**config.mk**
```make
export PLATFORM = sky130hd
export DESIGN_NAME = toggle_stream_decoder
export DESIGN_NICKNAME = d
export VERILOG_FILES = /design/src/rtl/toggle_codec_pkg.sv /design/src/rtl/toggle_bit_decoder.sv /design/src/rtl/toggle_stream_decoder.sv
export SDC_FILE = /design/constraint.sdc
export NUM_CORES = 1
export LEC_CHECK = 0
export ABC_AREA = 1
export CORE_UTILIZATION = 49
export DETAILED_ROUTE_END_ITERATION = 16
export PLACE_DENSITY = 0.85
export SYNTH_ARGS = -nofsm -noshare
export SYNTH_HDL_FRONTEND = slang
export SYNTH_SLANG_ARGS = --single-unit
```
**constraint.sdc**
```tcl
create_clock -name clk -period 2.1 [get_ports clk]
set_clock_uncertainty 0.1 [all_clocks]
set_input_delay 0.21 -clock clk [delete_from_list [all_inputs] [get_ports clk]]
set_output_delay 0.21 -clock clk [all_outputs]
set_load 0.005 [all_outputs]
```
**src/rtl/toggle_codec_pkg.sv**
```systemverilog
// Shared types and constants for the toggle (T flip-flop) line-code receive path.
package toggle_codec_pkg;
   typedef enum logic {ST_HUNT, ST_DATA} state_t;
   localparam logic [7:0] SYNC_DEFAULT = 8'hA5;
endpackage

```
**src/rtl/toggle_bit_decoder.sv**
```systemverilog
// Recovers the toggle bit from the sampled Q line: b = Q[n] ^ Q[n-1].
module toggle_bit_decoder (
   input  logic clk,
   input  logic reset,
   input  logic q_in,
   input  logic q_en,
   output logic b,
   output logic b_valid
);
   logic q_prev;

   always_ff @(posedge clk or negedge reset) begin
      if (!reset) q_prev <= 1'b0;
      else if (q_en) q_prev <= q_in;
   end

   assign b       = q_in ^ q_prev;
   assign b_valid = q_en;
endmodule

```
**src/rtl/toggle_stream_decoder.sv**
```systemverilog
// Toggle line-code receiver: sync hunt, MSB-first word deserialiser and valid/ready output.
module toggle_stream_decoder
   import toggle_codec_pkg::*;
#(
   parameter int unsigned       WIDTH       = 8,
   parameter logic [WIDTH-1:0]  SYNC_WORD   = WIDTH'(SYNC_DEFAULT),
   parameter int unsigned       FRAME_WORDS = 4
) (
   input  logic             clk,
   input  logic             reset,
   input  logic             q_in,
   input  logic             q_en,
   output logic [WIDTH-1:0] dout,
   output logic             dout_valid,
   input  logic             dout_ready,
   output logic             dout_first,
   output logic             dout_last,
   output logic             in_sync,
   output logic             overflow,
   input  logic             ovf_clr
);
   localparam int unsigned BW = (WIDTH > 1) ? $clog2(WIDTH) : 1;
   localparam int unsigned WW = (FRAME_WORDS > 1) ? $clog2(FRAME_WORDS) : 1;
   localparam logic [BW-1:0] BIT_LAST  = BW'(WIDTH - 1);
   localparam logic [WW-1:0] WORD_LAST = WW'(FRAME_WORDS - 1);

   logic             b, b_valid;
   logic [WIDTH-1:0] shift, word;
   state_t           state;
   logic [BW-1:0]    bitcnt;
   logic [WW-1:0]    wordcnt;
   logic             word_done, load;

   toggle_bit_decoder u_bit (
      .clk     (clk),
      .reset   (reset),
      .q_in    (q_in),
      .q_en    (q_en),
      .b       (b),
      .b_valid (b_valid)
   );

   // Candidate window including the bit arriving this cycle; serves both sync match and word capture.
   assign word      = {shift[WIDTH-2:0], b};
   assign word_done = b_valid && (state == ST_DATA) && (bitcnt == BIT_LAST);
   assign load      = word_done && (!dout_valid || dout_ready);

   always_ff @(posedge clk or negedge reset) begin
      if (!reset) begin
         shift   <= '0;
         state   <= ST_HUNT;
         bitcnt  <= '0;
         wordcnt <= '0;
         in_sync <= 1'b0;
      end else if (b_valid) begin
         shift <= word;
         case (state)
            ST_HUNT: begin
               if (word == SYNC_WORD) begin
                  state   <= ST_DATA;
                  in_sync <= 1'b1;
                  bitcnt  <= '0;
                  wordcnt <= '0;
               end
            end
            ST_DATA: begin
               if (bitcnt == BIT_LAST) begin
                  bitcnt <= '0;
                  if (wordcnt == WORD_LAST) begin
                     state   <= ST_HUNT;
                     in_sync <= 1'b0;
                     wordcnt <= '0;
                  end else begin
                     wordcnt <= wordcnt + 1'b1;
                  end
               end else begin
                  bitcnt <= bitcnt + 1'b1;
               end
            end
            default: state <= ST_HUNT;
         endcase
      end
   end

   always_ff @(posedge clk or negedge reset) begin
      if (!reset) begin
         dout       <= '0;
         dout_valid <= 1'b0;
         dout_first <= 1'b0;
         dout_last  <= 1'b0;
      end else if (load) begin
         dout       <= word;
         dout_valid <= 1'b1;
         dout_first <= (wordcnt == '0);
         dout_last  <= (wordcnt == WORD_LAST);
      end else if (dout_valid && dout_ready) begin
         dout_valid <= 1'b0;
      end
   end

   // A dropped word outranks a same-cycle clear.
   always_ff @(posedge clk or negedge reset) begin
      if (!reset) overflow <= 1'b0;
      else if (word_done && !load) overflow <= 1'b1;
      else if (ovf_clr) overflow <= 1'b0;
   end
endmodule
```
==> results.txt, run 1 <==
- Shortest period the worst path allows: 1.69 ns
* Post-Route Setup TNS: 0 ns
* Yosys top cell area share: 56.2%
- FP Rows: 17
- Per report_power, the sequential group accounts for 53.8% of the total.
- For this block, the routed nets add up to 2050 um of wire.
- Of the cells placed in the final design, the portion with a size suffix greater than 1 is 11.8%.
* Total setup buffers inserted after CTS: 0
- Portion of the post-synthesis area used by sequential elements: 56.2%
- Of the total power, combinational logic draws 30.2%.
* Routability Congestion: 0.744
- Fin nets: 163
* Count of boundary I/O pins: 19
* Data arrival time at the worst-slack endpoint: 1.83 ns
- Dominant cells by area after synthesis: dfrtp_1, nand2_1, inv_1
- Leakage power figure: 0.706 nW
* Total overflow reported by the global router: 0
* Cell type with the highest aggregate area in the netlist: dfrtp_1
- The count of nets left with antenna violations once routing finished came out at 0.
- Hold-fix buffers, CTS: 0
* Final-report setup violation count: 0
- From synthesis to final layout, the design area changed by 19.4%.
- The floorplan step defined a die boundary enclosing 2660 um2.
- The initial utilization of the core area, before any placement, comes to 53.3%.
* Actual slew at the worst max-slew pin: 0.335 ns
- Average wire per standard cell: 11.4 um
- Slew margin rel.: 77.7%
- Via density per instance: 4.79
- Data on the critical path is required at its endpoint by 2.25 ns.
- DP Wirelength: 1580 um
* Critical path class: flop to flop
- Reported max-cap violation count: 0
- Entering global routing, the biggest net connects 28 pins.
- In this run the number of H-tree levels came out at 1.
* Total number of vias: 862
- Setup repair after global routing left no endpoint under its margin.
* Resized Gates After CTS: 0
- Final number of hold-violating endpoints: 0
- The pre-antenna-repair detailed-routing pass consisted of 4 iterations.
- Leading post-synthesis cells by instance count: nand2_1, dfrtp_1, inv_1
* Cell chosen for the clock root: clkbuf_4
- Number of warnings printed during yosys synthesis: 0
- Net switching power figure: 0.000403 W
- The die is 51.5 um tall.
- For this run, the top clock speed supported by timing is 593 MHz.
- The number of clock buffers added by TritonCTS is 3.
- GRT Overall Usage: 18.5%
- After the first detailed-routing iteration, the DRC count stood at 17.
- Counting flops and latches in the post-synthesis netlist gives 27.
- The first global-routing pass estimated 3500 um of wire.
- Share of flip-flops with an asynchronous set or reset after synthesis: 100%
- For this run, design rule violations remaining after detail routing come to 0.
- Status: completed
- The path class of the tightest hold or removal check is input port to asynchronous set/reset pin.
- Input and output buffers added on the ports amount to 18.
- Power density of the placed cells: 937 nW/um2
* Synthesized area: 1200 um2
* Cells after DPL: 176
- Cell Int Power: 0.000941 W
- Kind of launch point of the worst setup path: flop
* Commonest register cell after synthesis: dfrtp_1
- The number of antenna violations at the first check in global routing came to 0.
- The netlist uses 19 different library cells.
* Element type at the critical path end: flop
* Filler cells: 201
- The via count of the first global-routing pass came to 845.
* Critical path peak fanout: 18
- Most instantiated library cell after synthesis: nand2_1
- Synthesis produced 131 cells.
- For the worst-skew pair, the clock arrives at the later sink with an insertion delay of 0.32 ns.
- The core region is 2250 um2.
- The clock network is responsible for 16.1% of the overall power.
* Count of flip-flops with a built-in enable after synthesis: 0
* Clock-pin slew reported for the worst setup and hold paths after clock tree synthesis: 0.13 ns
- The worst-case IR drop observed on VDD is 0.636 mV.
- Synth Area per Inst: 9.18 um2
- In the finished design, the share of the clock period the worst path needs comes to 80.2%.
* CTS tree: built
- Final number of max-transition violations: 0
- Of the total power, the share spent switching nets is 30.0%.
- The number of nets handed over by synthesis was 141.
- The clock passes through at most 2 buffers.
* Antenna cells: 0
- TritonCTS Sinks: 27
* DIE WIDTH: 51.5 um
- The finished layout holds 180 standard cells, fillers aside.
-- kinds of logic (layout without fill, tap and decap cells) --
group | Yosys count | in the layout | synth area share, %
AO/OA/AOI/OAI | 20 | 20 | 11.0
adder cells (fa/ha/maj) | 4 | 4 | 4.16
buffers and inverters | 24 | 45 | 8.64
flip-flops | 27 | 27 | 56.2
AND/OR/NAND/NOR | 56 | 56 | 20.0
-- registers in the layout, indices dropped and copies added, names as in the netlist --
name          cells
bitcnt            3
dout_first        1
state             1
u_bit.q_prev      1
in_sync           1
dout              8
overflow          1
shift             7
dout_valid        1
wordcnt           2
dout_last         1
-- critical path, stage by stage, from the launching register on --
cell and delay (ns):
dfrtp_1 0.42, ha_1 0.21, ha_1 0.21, inv_1 0.12, nor2_4 0.07, nand2_4 0.21, clkinv_2 0.10, a31oi_1 0.18
-- path summary, 6_finish.rpt --
path | endpoint | start | slack [ns] | cells past startpoint
worst min-delay path | dout[6] | reset | 0.14 | 2
worst max-delay path | dout[0] | bitcnt[0] | 0.41 | 7
min in group clk | overflow | ovf_clr | 0.35 | 2
worst max register to register | dout[0] | bitcnt[0] | 0.41 | 7
max in group asynchronous | bitcnt[1] | reset | 1.51 | 2
worst min register to register | bitcnt[1] | bitcnt[1] | 0.40 | 2
-- metal layers --
layer  part of all wire (%)  vias up  track usage [%]  routed length (um)
met5                      0        -                0                   0
met3                    2.3        4             3.80                  48
met2                     51       11             29.9                1040
li1                       -      445                -                   -
met4                    2.1        0             12.6                  43
met1                     45      402             22.1                 913
-- cells in the final DEF, fill, tap and decap left out --
| master | netlist | final |
|---|---|---|
| nand2_1 | 40 | 40 |
| a31oi_1 | 1 | 1 |
| buf_4 | 1 | 2 |
| clkinv_2 | 1 | 1 |
| ha_1 | 4 | 4 |
| nand3_1 | 3 | 3 |
| clkbuf_1 | 0 | 1 |
| clkdlybuf4s50_1 | 0 | 18 |
| nor3_1 | 1 | 1 |
| inv_1 | 20 | 20 |
| nand2_2 | 2 | 2 |
| nand4_1 | 2 | 2 |
| o21ai_2 | 8 | 8 |
| nand2_4 | 1 | 1 |
| clkbuf_4 | 0 | 3 |
| dfrtp_1 | 27 | 27 |
| nor2_1 | 6 | 6 |
| o22ai_1 | 1 | 1 |
| o21ai_0 | 10 | 10 |
| nor2_4 | 1 | 1 |
-- power by group through the flow --
stage	logic [W]	clock network, W	registers (W)
after global placement	0.000395	0	0.000724
final	0.000406	0.000216	0.000723
after floorplan	0.000207	0	0.000728
after global routing	0.000463	0.000244	0.000740
after detailed placement	0.000414	0	0.000737
after CTS	0.000415	0.000230	0.000725
-- layout make-up --
class | count | area [um2] | area share (%)
clock buffers | 4 | 26.3 | 1.83
inverters | 21 | 80.1 | 5.58
multi-input cells | 80 | 423 | 29.5
flip-flops and latches | 27 | 676 | 47.1
well taps | 28 | 35.0 | 2.44
repair buffers | 20 | 195 | 13.6
-- metrics by stage --
stage	util [%]	hold slack (ns)	power, W	cell area [um2]	setup slack [ns]
after global placement	62.5	0.358	0.00112	1410	0.479
after CTS	63.7	0.144	0.00137	1440	0.400
after global routing	63.7	0.170	0.00145	1440	0.327
after floorplan	-	-0.186	0.000934	1200	0.652
final	63.7	0.142	0.00134	1440	0.415
after detailed placement	62.5	0.373	0.00115	1410	0.430
Power figures use the tool's default switching activity.
==> run 2, diff against run 1 <==
- clock period: 2.1 -> 1.61 ns (I/O delays scaled with it)
==> run 2 against run 1 <==
- clock power is 32% higher
- combinational power is 35% higher
- register-to-register slack worse by 0.33 ns
==> results.txt, run 2 (same netlist as run 1, synthesis figures left out) <==
* Power density of the placed cells: 1210 nW/um2
- Post-Route Setup TNS: 0 ns
- Actual slew at the worst max-slew pin: 0.330 ns
- Antenna cells: 0
- Critical path's largest stage delay: 0.38 ns
* Maximum count of clock buffers along a single path: 2
* Most frequent cells in the layout: nand2_1, dfrtp_1, inv_1
- Final number of max-transition violations: 0
- The clock reaches the later pin of the worst-skew pair after 0.32 ns.
- Cell internal power was estimated by the tool at 0.00124 W.
* Via density per instance: 5.04
- Combinational logic is responsible for 30.8% of the overall power.
- Depth of the worst register-to-register path: 7
* Slew margin rel.: 78.0%
- Clock-pin slew was measured on the worst setup and hold paths at 0.14 ns.
* Proportion of power drawn by the clock network: 16.1%
* Register name with the most flops: dout
* Maximum clock rate: 654 MHz
- The finished layout holds 182 standard cells, fillers aside.
- The detail route stage leaves a number of antenna-violating nets equal to 0.
* Largest registers in the final layout: dout: 8 flops, shift: 7 flops, bitcnt: 3 flops
- Die height: 51.5 um
- Routability Congestion: 0.814
* Largest delay share family, worst path: flip-flops
- The number of buffers and inverters on the critical path is 2.
* Reported max-cap violation count: 0
* Residual DRC: 0
- GRT Overall Usage: 19.6%
* Data required time at the worst endpoint: 1.73 ns
* Total routed wirelength: 2140 um
- First-pass GRT wire length: 3800 um
- Layout cells sized above 1: 14.3%
- Initial Utilization: 53.3%
* Critical path class: flop to flop
* Cells after DPL: 177
- Once detailed placement completed, the half-perimeter wirelength came to 1670 um.
* Leading cell type in the layout, fill and taps excluded: nand2_1
* Data arrival time at the worst-slack endpoint: 1.65 ns
- TritonCTS Sinks: 27
- Final-report setup violation count: 0
- The detailed router finished its first iteration with 15 violations.
- The run finished with clean final reports.
- For this design the top-level I/O count stands at 19.
- At the end of the flow, the number of nets in the layout was 165.
- The worst setup path is launched from a flop.
- Port buffering added 18 buffers.
- The total overflow left after global routing is 0.
- DIE WIDTH: 51.5 um
* Cell-by-cell listing of the critical path: ha_1 -> ha_1 -> inv_2 -> nor2_4 -> inv_1 -> o21ai_0 -> nand2_1
* Average wire per standard cell: 11.8 um
* H-tree lvl count: 1
- The worst hold path belongs to the class input port to asynchronous set/reset pin.
- After filler insertion, the fill cell instance count of the layout stands at 204.
- Detailed routing placed a total of 1140 um of wire on met2.
- The first TritonRoute pass finished after 4 iterations.
- Part of the power in registers: 53.1%
- The number of antenna violations at the first check in global routing was 0.
* Area Overhead vs Synth: 21.7%
- Summing over every cut layer, the via total after detailed routing is 917.
- The slowest stage of the critical path belongs to the cell dfrtp_1.
* Floorplan die area: 2660 um2
- Summed over all cells, the static leakage comes to 0.725 nW.
- Final number of hold-violating endpoints: 0
- The critical path crosses 7 cells after its start point.
- Top layer used by detailed routing: met4
- At the placement stage, the worst setup path has a slack of 0.0739 ns.
* FP Rows: 17
- Vias in the first global route: 960
- TritonCTS built the clock tree.
* Length of routed wiring on met1: 928 um
* Critical path peak fanout: 5
- Met3 wire length: 40 um
- For this design the total switching power over the nets is 0.000541 W.
- Final worst setup slack: 0.0820 ns
- Hold-fix buffers, CTS: 0
- The register with the most flip-flops in the layout has 8 of them.
- Across the VDD grid, the largest voltage drop is 0.641 mV.
- The most numerous cell type found on the critical path is ha_1.
- Pin count of the biggest net entering global routing: 28
- Cell chosen for the clock root: clkbuf_4
- Number of buffers created by CTS: 3
- The worst setup path is captured at a flop.
- After layout, the worst path uses 94.9% of the clock period.
- Switching part of the total: 30.4%
- Unrepaired setup endpoints after global routing: no
* Shortest period the worst path allows: 1.53 ns
- The core region is 2250 um2.
## run 2: cell count changes in the layout (fill, tap and decap cells not counted)
cell,delta
clkbuf_1,-1
clkinv_2,+1
buf_4,+1
inv_1,-1
buf_12,+1
inv_2,+1
## run 2: power groups by stage
stage,clock [W],combinational [W],sequential [W]
after floorplan,0,0.000269,0.000949
after global placement,0,0.000514,0.000948
after detailed placement,0,0.000544,0.000959
after CTS,0.000296,0.000546,0.000945
after global routing,0.000313,0.000630,0.000964
final,0.000286,0.000548,0.000944
## run 2: final cells by class
cell class                      count  area, um2  area share (%)
Sequential cell                    27        676            46.2
Inverter                           21       80.1            5.47
Tap cell                           28       35.0            2.39
Timing Repair Buffer               22        223            15.2
Clock inverter                      1       5.00           0.342
Clock buffer                        3       22.5            1.54
Multi-Input combinational cell     80        423            28.9
## run 2: repair_timing
action,in CTS,in global routing
buffers inserted,0,1
resized for setup,0,1
setup endpoints to repair,0,4
## run 2: metrics by stage
stage	instance area, um2	utilization (%)	hold slack, ns	total power (W)
after floorplan	1200	-	-0.235	0.00122
after global placement	1430	63.4	0.361	0.00146
after detailed placement	1430	63.4	0.373	0.00150
after CTS	1460	64.6	0.0794	0.00179
after global routing	1460	64.9	0.0945	0.00191
final	1460	64.9	0.0753	0.00178
## run 2: metal layers
metal  global-route usage (%)  vias to the layer above
li1                         -                      448
met1                     21.1                      456
met2                     36.6                        9
met3                     2.63                        4
met4                     10.8                        0
met5                        0                        -
## run 2: path summary, 6_finish.rpt
| path | from | end | slack (ns) |
|---|---|---|---|
| hold / removal | reset | dout[6] | 0.08 |
| hold reg to reg | bitcnt[1] | bitcnt[1] | 0.40 |
| min in group clk | ovf_clr | overflow | 0.30 |
| setup / recovery | bitcnt[0] | in_sync | 0.08 |
| setup reg to reg | bitcnt[0] | in_sync | 0.08 |
| max in group asynchronous | reset | bitcnt[0] | 1.08 |
## run 2: worst reg2reg max path, cell delays in order (launching register included)
cell and delay [ns]:
dfrtp_1 0.38, ha_1 0.15, ha_1 0.20, inv_2 0.07
nor2_4 0.14, inv_1 0.11, o21ai_0 0.20, nand2_1 0.07
==> run 3, diff against run 2 <==
- CELL_PAD_IN_SITES_DETAIL_PLACEMENT: not set -> 1
- CELL_PAD_IN_SITES_GLOBAL_PLACEMENT: not set -> 1
- CORE_UTILIZATION: 49 -> 39
- PLACE_DENSITY: 0.85 -> 0.82
==> run 3 against run 2 <==
- flip-flop and latch count unchanged
- combinational power is 8.9% higher
- first-iteration DRC count shrank 13%
- die area increased by 25%
- wire length rose by 19%
- sequential power about the same
- sequential share of layout area fell by 1.7 points
- non-clock buffer count is 7 higher
==> results.txt, run 3 (same netlist as run 1, synthesis figures left out) <==
- Setup slack closes at 0.0749 ns.
* GRT Overall Usage: 17.6%
- Length of the first detailed-routing pass in iterations: 3
* Critical path peak fanout: 16
- Actual slew at the worst max-slew pin: 0.341 ns
* Launch point of the worst path: bitcnt[0]
- Maximum count of clock buffers along a single path: 2
- Initial Utilization: 42.5%
- Summed over all layers, the global routing overflow is 0.
* Data required time at the worst endpoint: 1.78 ns
- Global-route track usage on met1: 19.9%
* Register name with the most flops: dout
- The HPWL after detailed placement is 1890 um.
- Final instance count without filler cells: 192
- Vias in the first global route: 1,028
* Die height: 57.5 um
- In this run the core area contains 19 standard-cell rows.
- The root buffer cell chosen for the clock tree is clkbuf_4.
* GR Layer Usage met2: 33.6%
- Kind of launch point of the worst setup path: flop
- Hold timing on the final database bottoms out at a slack of 0.0784 ns.
* Post-Route Setup TNS: 0 ns
- The routed layout has 958 vias.
- Leading cell type in the layout, fill and taps excluded: nand2_1
- In this run the count of I/O pins placed on the die edge is 19.
* Leakage power figure: 0.749 nW
- Reg2reg end: dout[2]
- Cells after DPL: 181
- Max-cap violations in this run came to 0.
- In this run the tool buffered the top-level ports with 18 buffer cells.
- Clock network latency to the later pin of the worst-skew pair: 0.33 ns
- H-tree lvl count: 1
* HP Class: input port to asynchronous set/reset pin
- Most frequent cells in the layout: nand2_1, dfrtp_1, inv_1, clkdlybuf4s50_1, buf_4
* Routability Congestion: 0.708
- The startpoint identified for the worst register-to-register timing path is bitcnt[0].
- Following the worst setup path forward leads to its endpoint at dout[2].
* Depth of the worst register-to-register path: 7
- DIE WIDTH: 57.5 um
- Clock-pin slew was measured on the worst setup and hold paths at 0.16 ns.
- Maximum clock rate: 651 MHz
* Data arrival time at the worst-slack endpoint: 1.70 ns
- Layout cells sized above 1: 18.6%
- 0 antenna diodes ended up in the layout.
- The worst setup path is captured at a flop.
- Number of DRC markers after the initial detailed-route iteration: 13
* Global routing met3 resource utilization: 2.04%
* Average wire per standard cell: 13.3 um
- The count of final max-slew check failures came to 0.
- Final ANT Viol Nets: 0
- Residual DRC: 0
- The first global-routing pass estimated 4440 um of wire.
- Fin nets: 172
- Counting the buffers created by CTS gives 3.
* Area Overhead vs Synth: 26.3%
* Total routed wirelength: 2560 um
* Flip-flop count of the largest register, all copies and words added: 8
* Initial antenna violation count: 0
- The setup check on the worst reg-to-reg path leaves a slack of 0.07 ns.
- For this design the ratio of total power to cell area is 1220 nW/um2.
* Hold-fix buffers, CTS: 0
- Largest registers in the final layout: dout: 8 flops, shift: 7 flops, bitcnt: 3 flops
- CTS tree: built
* Final-report setup violation count: 0
- Via density per instance: 4.99
- At the end of the flow the core is filled with cells to 53.7%.
- Pin count of the biggest net entering global routing: 28
* Layer carrying the most global-route usage: met2
- Prior to clock tree synthesis, the placed netlist has a worst setup slack of -0.0183 ns.
- Across the VDD grid, the largest voltage drop is 0.462 mV.
- The core region is 2830 um2.
* Shortest period the worst path allows: 1.54 ns
* Critical path class: flop to flop
- Floorplan die area: 3310 um2
* Final period utilization: 95.3%
* Status: completed
* TritonCTS Sinks: 27
- Slew margin rel.: 77.3%
- The hold violation count in the final report was 0.
run 3: what timing repair did:
| action | 4_1_cts | 5_1_grt |
|---|---|---|
| buffers inserted | 0 | 7 |
| hold endpoints to repair | 0 | 0 |
| endpoints found under the setup margin | 4 | 5 |
| gates resized for setup | 1 | 2 |
| pin swaps | 0 | 1 |
run 3: how the worst min path moves through the flow:
stage	start	end	slack, ns	cells after the start
finish	reset	dout[5]	0.08	2
global route	reset	bitcnt[1]	0.10	2
CTS	reset	dout[5]	0.08	2
detailed placement	shift[2]	shift[3]	0.37	2
global placement	shift[2]	shift[3]	0.36	2
floorplan	reset	bitcnt[0]	-0.23	0
run 3: routing by layer:
metal,vias up,routed length [um]
met3,4,58
li1,468,-
met2,11,1380
met1,475,1080
met4,0,39
met5,-,0
run 3: cell type report:
cell class	count	area, um2
Sequential cell	27	676
Timing Repair Buffer	29	263
Fill cell	331	1310
Multi-Input combinational cell	80	432
Tap cell	31	38.8
Clock buffer	3	22.5
Inverter	21	80.1
Clock inverter	1	7.51
run 3: where the power goes:
part | switching (W) | internal [W]
sequential | 0.000102 | 0.000843
combinational | 0.000268 | 0.000328
clock | 0.000210 | 0.0000952
total | 0.000580 | 0.00127
run 3: through the flow:
| step | power (W) | instance area (um2) |
|---|---|---|
| global placement | 0.00149 | 1430 |
| floorplan | 0.00122 | 1200 |
| detailed placement | 0.00153 | 1430 |
| global route | 0.00198 | 1520 |
| CTS | 0.00185 | 1470 |
| finish | 0.00185 | 1520 |
run 3: critical path, cell delays in order, from the launching register on:
cell	delay, ns
dfrtp_1	0.39
ha_1	0.15
ha_1	0.19
inv_2	0.06
nor2_4	0.18
nand2_8	0.12
buf_4	0.17
o21ai_2	0.10
